## src/rtl/tensor_core_sequencer.sv

```systemverilog
// Sequences one 4x4 matrix multiply: streams 32 operands into the tensor core
// register file, starts the core, waits for done, then streams 16 results out.
module tensor_core_sequencer #(
  parameter int DATA_WIDTH      = 4,
  parameter int MATRIX_ELEMENTS = 16,
  parameter int TIMEOUT_CYCLES  = 64
) (
  input  logic                  clock_in,
  input  logic                  reset_in,
  input  logic                  load_valid_in,
  input  logic [DATA_WIDTH-1:0] load_data_in,
  output logic                  load_ready_out,
  output logic                  regfile_write_enable_out,
  output logic [4:0]            regfile_write_address_out,
  output logic [DATA_WIDTH-1:0] regfile_write_data_out,
  output logic [4:0]            regfile_read_address_out,
  input  logic [DATA_WIDTH-1:0] regfile_read_data_in,
  output logic                  tensor_core_start_out,
  input  logic                  tensor_core_done_in,
  output logic                  result_valid_out,
  output logic [DATA_WIDTH-1:0] result_data_out,
  input  logic                  result_ready_in,
  output logic                  busy_out,
  output logic                  timeout_error_out
);

  localparam int TimerWidth = (TIMEOUT_CYCLES > 1) ? $clog2(TIMEOUT_CYCLES) : 1;
  localparam logic [5:0] LastLoad  = 6'(2 * MATRIX_ELEMENTS - 1);
  localparam logic [5:0] LastDrain = 6'(MATRIX_ELEMENTS - 1);
  localparam logic [TimerWidth-1:0] TimerLast = TimerWidth'(TIMEOUT_CYCLES - 1);

  typedef enum logic [2:0] {
    S_IDLE,
    S_LOAD,
    S_START,
    S_WAIT,
    S_DRAIN
  } state_t;

  state_t                state;
  logic [5:0]            count;
  logic [TimerWidth-1:0] timer;
  logic                  load_accept;

  assign load_ready_out = (state == S_IDLE) || (state == S_LOAD);
  assign load_accept    = load_valid_in && load_ready_out;

  // Element k lands at address k; count is 0 in IDLE, so the first accept hits address 0.
  assign regfile_write_enable_out  = load_accept;
  assign regfile_write_address_out = load_accept ? count[4:0] : '0;
  assign regfile_write_data_out    = load_accept ? load_data_in : '0;

  // Result data follows the read address, so it stays stable while count is held.
  assign regfile_read_address_out = (state == S_DRAIN) ? count[4:0] : '0;
  assign result_data_out          = (state == S_DRAIN) ? regfile_read_data_in : '0;

  // NOTE: all state uses non-blocking assignments so every register samples
  // pre-edge values, independent of statement order inside this block.
  always_ff @(posedge clock_in) begin
    if (reset_in) begin
      state                 <= S_IDLE;
      count                 <= '0;
      timer                 <= '0;
      timeout_error_out     <= 1'b0;
      tensor_core_start_out <= 1'b0;
      result_valid_out      <= 1'b0;
      busy_out              <= 1'b0;
    end else begin
      tensor_core_start_out <= 1'b0;
      unique case (state)
        S_IDLE: begin
          if (load_accept) begin
            state             <= S_LOAD;
            count             <= 6'd1;
            timeout_error_out <= 1'b0;
            busy_out          <= 1'b1;
          end
        end
        S_LOAD: begin
          if (load_accept) begin
            if (count == LastLoad) begin
              state                 <= S_START;
              count                 <= '0;
              tensor_core_start_out <= 1'b1;
            end else begin
              count <= count + 6'd1;
            end
          end
        end
        S_START: begin
          state <= S_WAIT;
          timer <= '0;
        end
        S_WAIT: begin
          // Done is checked first so it wins over a timeout on the same edge.
          if (tensor_core_done_in) begin
            state            <= S_DRAIN;
            count            <= '0;
            result_valid_out <= 1'b1;
          end else if (timer == TimerLast) begin
            state             <= S_IDLE;
            timeout_error_out <= 1'b1;
            busy_out          <= 1'b0;
          end else begin
            timer <= timer + 1'b1;
          end
        end
        S_DRAIN: begin
          if (result_ready_in) begin
            if (count == LastDrain) begin
              state            <= S_IDLE;
              count            <= '0;
              result_valid_out <= 1'b0;
              busy_out         <= 1'b0;
            end else begin
              count <= count + 6'd1;
            end
          end
        end
        default: begin
          state            <= S_IDLE;
          count            <= '0;
          result_valid_out <= 1'b0;
          busy_out         <= 1'b0;
        end
      endcase
    end
  end

endmodule

```

## config.mk

```make
export PLATFORM = sky130hd
export DESIGN_NAME = tensor_core_sequencer
export DESIGN_NICKNAME = d
export VERILOG_FILES = /design/src/rtl/tensor_core_sequencer.sv
export SDC_FILE = /design/constraint.sdc
export NUM_CORES = 1
export LEC_CHECK = 0
export BUFFER_PORTS_ARGS = -buffer_cell sky130_fd_sc_hd__buf_2
export CAP_MARGIN = 10
export CORE_MARGIN = 2
export CORE_UTILIZATION = 45
export CTS_CLUSTER_SIZE = 14
export DETAILED_ROUTE_END_ITERATION = 10
export PLACE_DENSITY = 0.7
export SYNTH_ARGS = -nofsm -noshare
export SYNTH_HDL_FRONTEND = slang
export SYNTH_SLANG_ARGS = --single-unit
```

## constraint.sdc

```tcl
create_clock -name clock_in -period 1.9 [get_ports clock_in]
set_input_delay 0.19 -clock clock_in [delete_from_list [all_inputs] [get_ports clock_in]]
set_output_delay 0.19 -clock clock_in [all_outputs]
set_load 0.02 [all_outputs]
```

# --- Word-level counts from Yosys, hierarchy flattened ---
# Cells that the tools add are included.
totals:
  regBits: 19
  input_bits: 13
  out_inout_bits: 24
  wordCells: 80
classes:
  addsub: 2
  n_eq_ne: 17
  muxes: 35
  n_bitwise: 5
  reduce_logical: 14
op_table:
  columns: ["op", "n"]
  rows:
  - ["$mux 6", 8]
  - ["$pmux 6 s5", 1]
  - ["$mux 3", 7]
  - ["$pmux 3 s5", 1]
  - ["$ne 2x2->1 const B", 7]
  - ["$add 6x1->6 const B", 2]
  - ["$pmux 6 s2", 1]
  - ["$reduce_and 6->1", 2]
  - ["$mux 1", 10]
  - ["$mux 5", 2]
  - ["$mux 4", 2]
  - ["$reduce_and 4->1", 2]
  - ["$eq 3x2->1 const B", 2]
  - ["$eq 6x4->1 const B", 1]
  - ["$eq 6x5->1 const B", 1]
  - ["$eq 6x6->1 const B", 1]
  - ["$reduce_or 3->1", 2]
  - ["$not 1->1", 5]
  - ["$reduce_and 5->1", 1]
  - ["$ne 2x1->1 const B", 2]
  - ["$pmux 1 s4", 1]
  - ["$reduce_bool 2->1", 2]
  - ["$eq 3x1->1 const B", 1]
  - ["$eq 3x3->1 const B", 1]
  - ["8 further kinds", 8]

# --- Depth between registers and ports, before layout ---
# Gate-level depths: netlist (run 1).
depth:
  ltp_word: 5
  ltp_mapped: 7
  depth_no_buf: 5

# --- Worst setup path before layout (run 1) ---
# OpenSTA, ideal clock, no wires.
synth_timing:
  kind: "register -> output"
  start: "reg state[1]"
  end: "out regfile_write_address_out[0]"
  arrival_ns: 1.464
  required_ns: 1.710
  setup_slack_ns: 0.246
  stages_incl_launch_ff: 6
  n_path_buf: 3
  path_cell_list: "dfxtp_1 buf_4 clkbuf_1 nor2_1 clkbuf_1 and3_1"
synth_via:
  elab_chain_len: 4
synth_lines:
  columns: ["item", "line_no", "text"]
  rows:
  - ["start: declaration", "40", "state_t state;"]
  - ["start signal: assignment", "61", "state <= S_IDLE;"]
  - ["start signal: assignment", "73", "state <= S_LOAD;"]
  - ["start signal: assignment", "82", "state <= S_START;"]
  - ["$eq 3x1->1 or $logic_not 3->1 (tied branches)", "45", "assign load_ready_out = (state == S_IDLE) || (state == S_LOAD);"]
  - ["$logic_or 1x1->1 *", "45", null]
  - ["named net load_ready_out", "12", "output logic load_ready_out,"]
  - ["$logic_and 1x1->1 *", "46", "assign load_accept = load_valid_in && load_ready_out;"]
  - ["$mux 5 *", "50", "assign regfile_write_address_out = load_accept ? count[4:0] : '0;"]
  - ["end: declaration", "14", "output logic [4:0] regfile_write_address_out,"]
# The timed path passes the listed nets; every way through them passes the cells marked *.

# --- Worst setup path in the final report (run 1) ---
layout_timing:
  start: "reg count[0]"
  end: "reg count[0]"
layout_via:
  elab_chain_len: 4
layout_lines:
  columns: ["item", "line_no", "text"]
  rows:
  - ["start: declaration", "41", "logic [5:0] count;"]
  - ["start signal: assignment", "86", "count <= count + 6'd1;"]
  - ["start signal: assignment", "116", "count <= count + 6'd1;"]
  - ["$add 6x1->6 (tied with other cells)", "86, 116", null]
  - ["$mux 6, on equally long branches", "110, 81", null]
  - ["$mux 6, on equally long branches", "109, 80", null]
  - ["$pmux 6 s5 *", "70", "unique case (state)"]
# Every way passes the cells marked *; elsewhere a longest branch is shown, timed or not. The select of a mux whose other input is x is not followed.
# A chain may end at the register's enable or synchronous reset.

==> metrics, run 1 <==
Worst Path Required=2.14 ns; Post-Syn Nets=166; Final Skew=0.00489 ns; multi-input logic area=779 µm²; die area=0.00317 mm²; vias in the first global route=1157; count of cells resized by post-cts repair=0; max-cap violation count=0; largest family of logic cells by synthesized area=simple AND/OR/NAND/NOR gates; FF/Latch Area=380 µm²; Synth Flop Type=dfxtp_1; Placer Congestion=0.813; final core occ=0.580; Starting Density=0.484; clk slew on worst S/H paths=0.12 ns; startpoint types=flip-flop; Pre-antenna DRT Iters=6; final setup TNS=0 ns; initial antenna violation count=0; clock sinks=19; Max FO, Critical Path=6; crit path max-delay cell type=a2111oi_4; most common cell in the netlist=dfxtp_1; synthesized cell area=0.00123 mm²; area leader, netlist=dfxtp_1; die height=56.3 µm; Clock Tree Buf Depth=2; P_leak=0.625 nW; first-pass GRT wire length=5060 µm; Min-Delay Path Class=input port to flip-flop; post-synth top area share=0.309; core region area=0.00254 mm²; synthesized area per cell=8.15 µm²; NumNets Final=203; status=complete, no violations; yosys warns=0; Adder-Cell Fraction of Synth Area=0.0203; Slew @ Worst Pin=0.536 ns; synth unique cells=49; Synth Area in XOR/XNOR=0.0213; CTS tree=yes; DRC viols=0; vias per inst=5.94; row count=18; Finish-stage setup viols=0; drt wl/cell=13.7 µm; Final min period=1.79 ns; global route overflow=0; synth top area cells=dfxtp_1, and2_1, and3_1; remaining antenna violation count after routing=0; most common library cells after synthesis=dfxtp_1, nand2_1, and2_1, and3_1, nand3_1; detailed placer's ending HPWL=2230 µm; IO Count=37; initial DRC count=54; Max Slew Vio Count=0; Tot GR Track Use=0.197; VDD IR max=0.000512 V; Total Wirelength=2960 µm; nature of the critical path endpoint=flip-flop; Antenna diodes=0; largest net degree at the start of global routing=19; M2 GR Usage=0.331; Buf/Inv on CP=0; clock insertion delay at the later pin of the skew report=0.32 ns; CTS Root Cell=clkbuf_4; filler instances=233; detailed-route via count=1288; f_max=560 MHz; Max-slew headroom=0.642; Critical Path AT=2.02 ns; worst-path cell chain=ha_1 > and4b_4 > a2111oi_4 > o21bai_1 > a311oi_2; area grow syn2layout=19.9%; Worst path depth=5; Post-CTS Setup Bufs=0; CP delay by family, top=compound AO/OA/AOI/OAI gates; H-tree Lvls=1; Post-Synth Simple-Gate Area=0.317; I/O Buffers=36; share of cells above drive strength 1=0.299; register area share after synthesis=0.309; Post-Synthesis Cells=151; post-cts hold buffer count=0; total CTS buffers=3; Post-synth EDFFs=0; Compound-Gate Fraction of Synth Area=0.260; Final Cycle Share=0.940; worst setup margin=0.114 ns; Fin. Hold Viols=0; GR Util met1=0.238; Synth Register Bits=19; width of the die=56.3 µm; CP Class=flip-flop to flip-flop; pre-CTS WS=0.0844 ns; met3 usage=0.0300; crit-path max cell delay=0.43 ns; global route hottest layer=met2; worst r2r path cells=5; Hold Crit Depth=3; Post-synth ARST share=0; worst hold slack=0.205 ns; post-synthesis mux area share=0.00813; power per cell area=490 mW/mm²; RSZ-0062 raised after global routing=no
-- cell usage in the layout, fill, tap and decap left out, drive strengths merged, types with 3 or more instances in the layout --
master	Yosys	final
a211oi	4	4
a21oi	7	7
a31oi	4	4
and2	10	10
and3	10	10
buf	6	43
clkbuf	5	3
dfxtp	19	19
inv	5	5
nand2	13	13
nand3	9	9
nand3b	3	3
nor2	5	5
nor3	6	6
o211ai	5	5
o21ai	6	6
xnor2	3	3
-- path summary, 6_finish.rpt --
kind	end	from	slack, ns
setup reg to reg	count[0]$_SDFFE_PP0P_	count[0]$_SDFFE_PP0P_	0.11
hold reg to reg	timer[0]$_SDFFE_PP0P_	timer[0]$_SDFFE_PP0P_	0.49
hold / removal	state[2]$_SDFFE_PP0P_	tensor_core_done_in	0.20
setup / recovery	count[0]$_SDFFE_PP0P_	count[0]$_SDFFE_PP0P_	0.11
-- flip-flops by register name, indices dropped and copies added (netlist names) --
register	count
result_valid_out	1
count	6
timeout_error_out	1
busy_out	1
tensor_core_start_out	1
timer	6
state	3
-- metrics by stage --
stage | total power (W) | std cells | area, µm²
floorplan | 0.000476 | 151 | 1230
global placement | 0.000509 | 213 | 1440
detailed placement | 0.000512 | 213 | 1440
CTS | 0.000727 | 217 | 1470
global route | 0.000749 | 217 | 1480
finish | 0.000723 | 217 | 1480
-- cell families (layout without fill, tap and decap cells) --
kind of cell	Yosys count	after routing
mux	1	1
xor+xnor	3	3
compound gates	41	41
simple gates	69	69
fa+ha+maj	2	2
flops	19	19
buf+inv	16	52
-- power breakdown --
part	internal [W]	leakage (nW)	switching [W]	total (W)
logic	0.0000367	0.454	0.0000524	0.0000891
registers	0.000404	0.154	0.0000106	0.000414
clock network	0.0000789	0.0177	0.000141	0.000219
-- layer usage --
metal	part of all wire	vias to the layer above
met5	0	-
met1	0.46	583
met4	0.026	0
met2	0.46	55
met3	0.055	8
li1	-	642
-- cell type report --
class,count,share of cell area
inverters,5,0.0127
flip-flops and latches,19,0.258
repair buffers,43,0.158
multi-input cells,116,0.528
clock inverters,1,0.00339
clock buffers,3,0.0153
well taps,30,0.0254
-- worst reg2reg max path, stage by stage (launching register included) --
cell and delay [ns]:
dfxtp_1 0.38, ha_1 0.27, and4b_4 0.23, a2111oi_4 0.43, o21bai_1 0.16, a311oi_2 0.25
No activity file was read; power rests on OpenSTA's default activity.
==> inputs of run 2 (changes only) <==
Settings changed: REMOVE_ABC_BUFFERS set to 1.
==> run 2 against run 1 <==
  * Sequential cell count did not move
  * Worst hold slack improved by 0.0052 ns
  * Critical path depth fell by 1
  * Design area barely moved
  * Utilization barely moved
  * Maximum frequency rose by 2.3%
  * First-iteration DRC count fell by 41%
  * Sequential share of layout area rose by 0.063 points
  * Via count fell by 0.54%
  * Setup slack improved by 0.040 ns
  * Critical path type is now flip-flop to output pin
==> metrics, run 2 (synthesis results as in run 1) <==
status=complete, no violations; width of the die=56.3 µm; Slew @ Worst Pin=0.551 ns; Worst path depth=4; Seq pwr share=0.573; startpoint types=flip-flop; Antenna diodes=0; detailed-route via count=1281; die area=0.00317 mm²; NumNets Final=204; CP Class=flip-flop to output pin; worst setup margin=0.155 ns; CTS tree=yes; Max FO, Critical Path=10; NetSw=0.000197 W; M2 GR Usage=0.343; Pre-antenna DRT Iters=4; max-cap violation count=0; Internal Power=0.000519 W; f_max=573 MHz; worst r2r path cells=5; area grow syn2layout=20.0%; VDD IR max=0.000358 V; most frequent cells in the layout=buf_2, dfxtp_1, nand2_1; Worst Path Required=1.71 ns; DRC viols=0; Min-Delay Path Class=input port to flip-flop; register-to-register setup slack=0.16 ns; I/O Buffers=36; Max Slew Vio Count=0; power per cell area=484 mW/mm²; Fin. Hold Viols=0; Critical Path AT=1.56 ns; vias in the first global route=1207; Comb power frac=0.130; IO Count=37; Final Cycle Share=0.919; sw frac=0.275; initial DRC count=32; P_leak=0.627 nW; H-tree Lvls=1; RSZ-0062 raised after global routing=no; vias per inst=5.88; total CTS buffers=3; first-pass GRT wire length=5200 µm; Hold Crit Depth=3; post-cts hold buffer count=0; global route hottest layer=met2; total power=0.000716 W; Finish-stage setup viols=0; Tot GR Track Use=0.202; die height=56.3 µm; Total Wirelength=3130 µm; nature of the critical path endpoint=output pin; Clock Tree Buf Depth=2; share of cells above drive strength 1=0.298; CP delay by family, top=flip-flops; initial antenna violation count=0; commonest non-fill, non-tap cell in the layout=buf_2; Final Skew=0.0127 ns; largest net degree at the start of global routing=19; row count=18; detailed placer's ending HPWL=2350 µm; drt wl/cell=14.3 µm; Top Registers=count (6), timer (6), state (3); Buf/Inv on CP=2; global route overflow=0; Starting Density=0.484; crit-path max cell delay=0.44 ns; crit path max-delay cell type=dfxtp_2; GR Util met1=0.257; remaining antenna violation count after routing=0; Clock Power Share=0.297; CTS Root Cell=clkbuf_4; Final min period=1.75 ns; core region area=0.00254 mm²; pre-CTS WS=0.107 ns; Placer Congestion=0.871; Max-slew headroom=0.632; clk slew on worst S/H paths=0.12 ns; final setup TNS=0 ns; clock insertion delay at the later pin of the skew report=0.30 ns; met3 usage=0.0369; worst-path cell chain=nor3b_1 > buf_4 > and2_1 > buf_2; clock sinks=19
-- run 2: cell types whose count changed in the layout (fill, tap and decap cells not counted), sizes merged --
| cell | change |
|---|---|
| buf | +1 |
-- run 2: metal layers --
layer  routed length [µm]  up-vias  part of all wire
met5                    0        -                 0
met4                   13        0            0.0042
met3                  123        2             0.039
met2                 1490       29              0.47
met1                 1510      610              0.48
li1                     -      640                 -
-- run 2: timing repair --
item | CTS | global route
setup endpoints to repair | 0 | 12
buffers inserted | 0 | 0
gates resized for setup | 0 | 1
-- run 2: path summary, 6_finish.rpt --
path	from	end
hold / removal	tensor_core_done_in	state[2]$_SDFFE_PP0P_
hold reg to reg	count[1]$_SDFFE_PP0P_	count[1]$_SDFFE_PP0P_
setup / recovery	state[2]$_SDFFE_PP0P_	regfile_read_address_out[2]
setup reg to reg	count[0]$_SDFFE_PP0P_	count[5]$_SDFFE_PP0P_
-- run 2: cell type report --
type | count | area [µm²]
fill | 236 | 1070
multi-input combinational | 116 | 772
sequential | 19 | 382
timing repair buffer | 44 | 240
tap | 30 | 37.5
clock buffer | 3 | 22.5
inverter | 5 | 18.8
clock inverter | 1 | 5.00
-- run 2: per-stage QoR --
stage	area (µm²)	hold WS [ns]	util	std cells
after floorplan	1170	0.258	-	140
after CTS	1480	0.209	0.580	218
after global placement	1450	0.467	0.569	214
final	1480	0.210	0.581	218
after detailed placement	1450	0.500	0.569	214
after global routing	1480	0.234	0.581	218
-- run 2: power by group through the flow --
stage                     sequential [W]  combinational [W]  clock, W
after floorplan                 0.000422          0.0000458         0
after global placement          0.000419          0.0000918         0
after detailed placement        0.000419          0.0000923         0
after CTS                       0.000410          0.0000923  0.000216
after global routing            0.000412           0.000101  0.000233
final                           0.000410          0.0000929  0.000213
-- run 2: tightest hold or removal path, stage by stage --
cell     delay (ns)
buf_2          0.14
nand3_1        0.09
a21oi_1        0.06
==> inputs of run 3 (changes only) <==
--- a/config.mk
+++ b/config.mk
@@ -12,5 +12,5 @@
 export CTS_CLUSTER_SIZE = 14
 export DETAILED_ROUTE_END_ITERATION = 10
-export PLACE_DENSITY = 0.7
+export PLACE_DENSITY = 0.73
 export REMOVE_ABC_BUFFERS = 1
 export SYNTH_ARGS = -nofsm -noshare
==> constraint.sdc (replaced) <==
create_clock -name clock_in -period 1.5 [get_ports clock_in]
set_input_delay 0.3 -clock clock_in [delete_from_list [all_inputs] [get_ports clock_in]]
set_output_delay 0.3 -clock clock_in [all_outputs]
set_load 0.02 [all_outputs]
==> run 3 against run 2 <==
  * The flow now finishes with violations (negative setup slack)
  * Combinational power up 110%
  * Clock power up 31%
  * Clock skew down 0.0098 ns
  * Utilization up 25 points
  * Critical path depth up 1
  * Routed wire length up 65%
  * First-iteration DRC count rose to 3.8 times the previous value
  * Register-to-register slack worse by 0.32 ns
  * Highest routed layer unchanged
  * Largest power group unchanged
  * Clock-buffer cell count unchanged
  * Sequential power up 26%
  * Worst hold slack better by 0.0084 ns
==> metrics, run 3 (synthesis results as in run 1) <==
CP delay by family, top=buffers and inverters; Seq pwr share=0.521; detailed-route via count=1615; IO Count=37; H-tree Lvls=1; Placed Area=0.00161 mm²; Placer Congestion=0.899; Finish-stage setup viols=30; RSZ-0062 raised after global routing=yes; CTS Root Cell=clkbuf_4; Antenna diodes=0; crit-path max cell delay=0.39 ns; DRC viols=0; Slew @ Worst Pin=0.442 ns; VDD IR max=0.000538 V; f_max=586 MHz; core region area=0.00254 mm²; hold endpoint=timer[0]$_SDFFE_PP0P_; sw frac=0.297; CTS tree=yes; Worst Path Required=1.20 ns; I/O Buffers=36; most frequent cells in the layout=buf_4, buf_6, buf_2; Hold Crit Start=reset_in; Internal Power=0.000695 W; Fin. Hold Viols=0; area grow syn2layout=71.1%; filler-free cell count of the finished design=252; register-to-register setup slack=-0.16 ns; remaining antenna violation count after routing=0; largest net degree at the start of global routing=14; Min-Delay Path Class=input port to flip-flop; P_leak=0.856 nW; first-pass GRT wire length=6330 µm; failing checks=negative setup slack; worst setup margin=-0.205 ns; Starting Density=0.484; vias in the first global route=1405; Final Skew=0.00290 ns; CP Class=flip-flop to output pin; fin area=0.00211 mm²; reg2reg start=state[0]$_SDFFE_PP0P_; Max FO, Critical Path=6; total CTS buffers=3; Hold Crit Depth=2; Max-slew headroom=0.698; commonest non-fill, non-tap cell in the layout=buf_4; row count=18; status=complete, but fails checks; Total Wirelength=5170 µm; global route overflow=0; share of cells above drive strength 1=0.586; Final Cycle Share=1.14; Clock Power Share=0.281; Buf/Inv on CP=3; Final min period=1.71 ns; startpoint types=flip-flop; vias per inst=6.41; initial antenna violation count=0; pre-CTS WS=-0.199 ns; max-cap violation count=0; clock sinks=19; nature of the critical path endpoint=output pin; width of the die=56.3 µm; drt wl/cell=20.5 µm; reg2reg end=count[0]$_SDFFE_PP0P_; Clock Tree Buf Depth=2; Critical Path AT=1.41 ns; worst-path cell chain=nor2_2 > buf_6 > nand2_1 > inv_1 > buf_4; crit path max-delay cell type=dfxtp_4; final setup TNS=-3.83 ns; NetSw=0.000294 W; initial DRC count=120; power per cell area=470 mW/mm²; detailed placer's ending HPWL=2680 µm; worst r2r path cells=6; clock insertion delay at the later pin of the skew report=0.31 ns; Max Slew Vio Count=0; die height=56.3 µm; NumNets Final=238; Top Registers=count (6), timer (6), state (3); die area=0.00317 mm²; clk slew on worst S/H paths=0.12 ns; Pre-antenna DRT Iters=4; Comb power frac=0.198; Tot GR Track Use=0.249; dpl cells=235
==> run 3: worst max-delay path by stage <==
stage                                from                          end  slack [ns]  cells after the start
floorplan           state[2]$_SDFFE_PP0P_        count[0]$_SDFFE_PP0P_       -0.28                      4
global placement    count[0]$_SDFFE_PP0P_        count[0]$_SDFFE_PP0P_       -0.10                      5
detailed placement  count[0]$_SDFFE_PP0P_        count[0]$_SDFFE_PP0P_       -0.20                      5
CTS                 state[1]$_SDFFE_PP0P_  regfile_read_address_out[4]       -0.15                      4
global route        state[0]$_SDFFE_PP0P_        count[0]$_SDFFE_PP0P_       -0.23                      6
finish              state[1]$_SDFFE_PP0P_     regfile_write_enable_out       -0.21                      5
==> run 3: area by class of cell <==
cell class                      instances  area (µm²)
Multi-Input combinational cell        116        1000
Timing Repair Buffer                   78         622
Fill cell                             129         438
Sequential cell                        19         397
Tap cell                               30        37.5
Clock buffer                            3        22.5
Inverter                                5        18.8
Clock inverter                          1        5.00
==> run 3: stage by stage <==
stage	utilization	hold WS, ns	power (W)
6_report	0.828	0.218	0.000990
5_1_grt	0.828	0.228	0.00102
3_5_place_dp	0.631	0.495	0.000668
2_1_floorplan	-	0.368	0.000593
3_3_place_gp	0.631	0.469	0.000663
4_1_cts	0.737	0.234	0.000944
==> run 3: metal layers <==
layer  vias to the layer above  global-route usage  wire length (µm)
met2                       123               0.434              2610
met5                         -                   0                 0
met1                       745               0.306              1930
met3                        37              0.0346               346
li1                        710                   -                 -
met4                         0               0.102               279
==> run 3: worst reg2reg max path, delay by kind of cell (launching register included) <==
kind | cells | cell delay, ns
DFF | 1 | 0.38
AOI/OAI and AO/OA | 2 | 0.29
buffers and inverters | 3 | 0.53
and+or+nand+nor | 1 | 0.38
==> run 3: power by group through the flow <==
stage               Combinational [W]  Clock, W  Sequential (W)
CTS                          0.000158  0.000270        0.000515
global route                 0.000206  0.000301        0.000517
global placement             0.000135         0        0.000528
detailed placement           0.000138         0        0.000529
finish                       0.000196  0.000278        0.000516
floorplan                   0.0000580         0        0.000535
==> run 3: repair_timing <==
| item | 4_1_cts | 5_1_grt |
|---|---|---|
| gates resized for setup | 58 | 45 |
| gates cloned | 1 | 1 |
| buffers inserted | 10 | 2 |
| setup endpoints to repair | 27 | 34 |
| hold buffers | 0 | 0 |
| pin swaps | 15 | 11 |
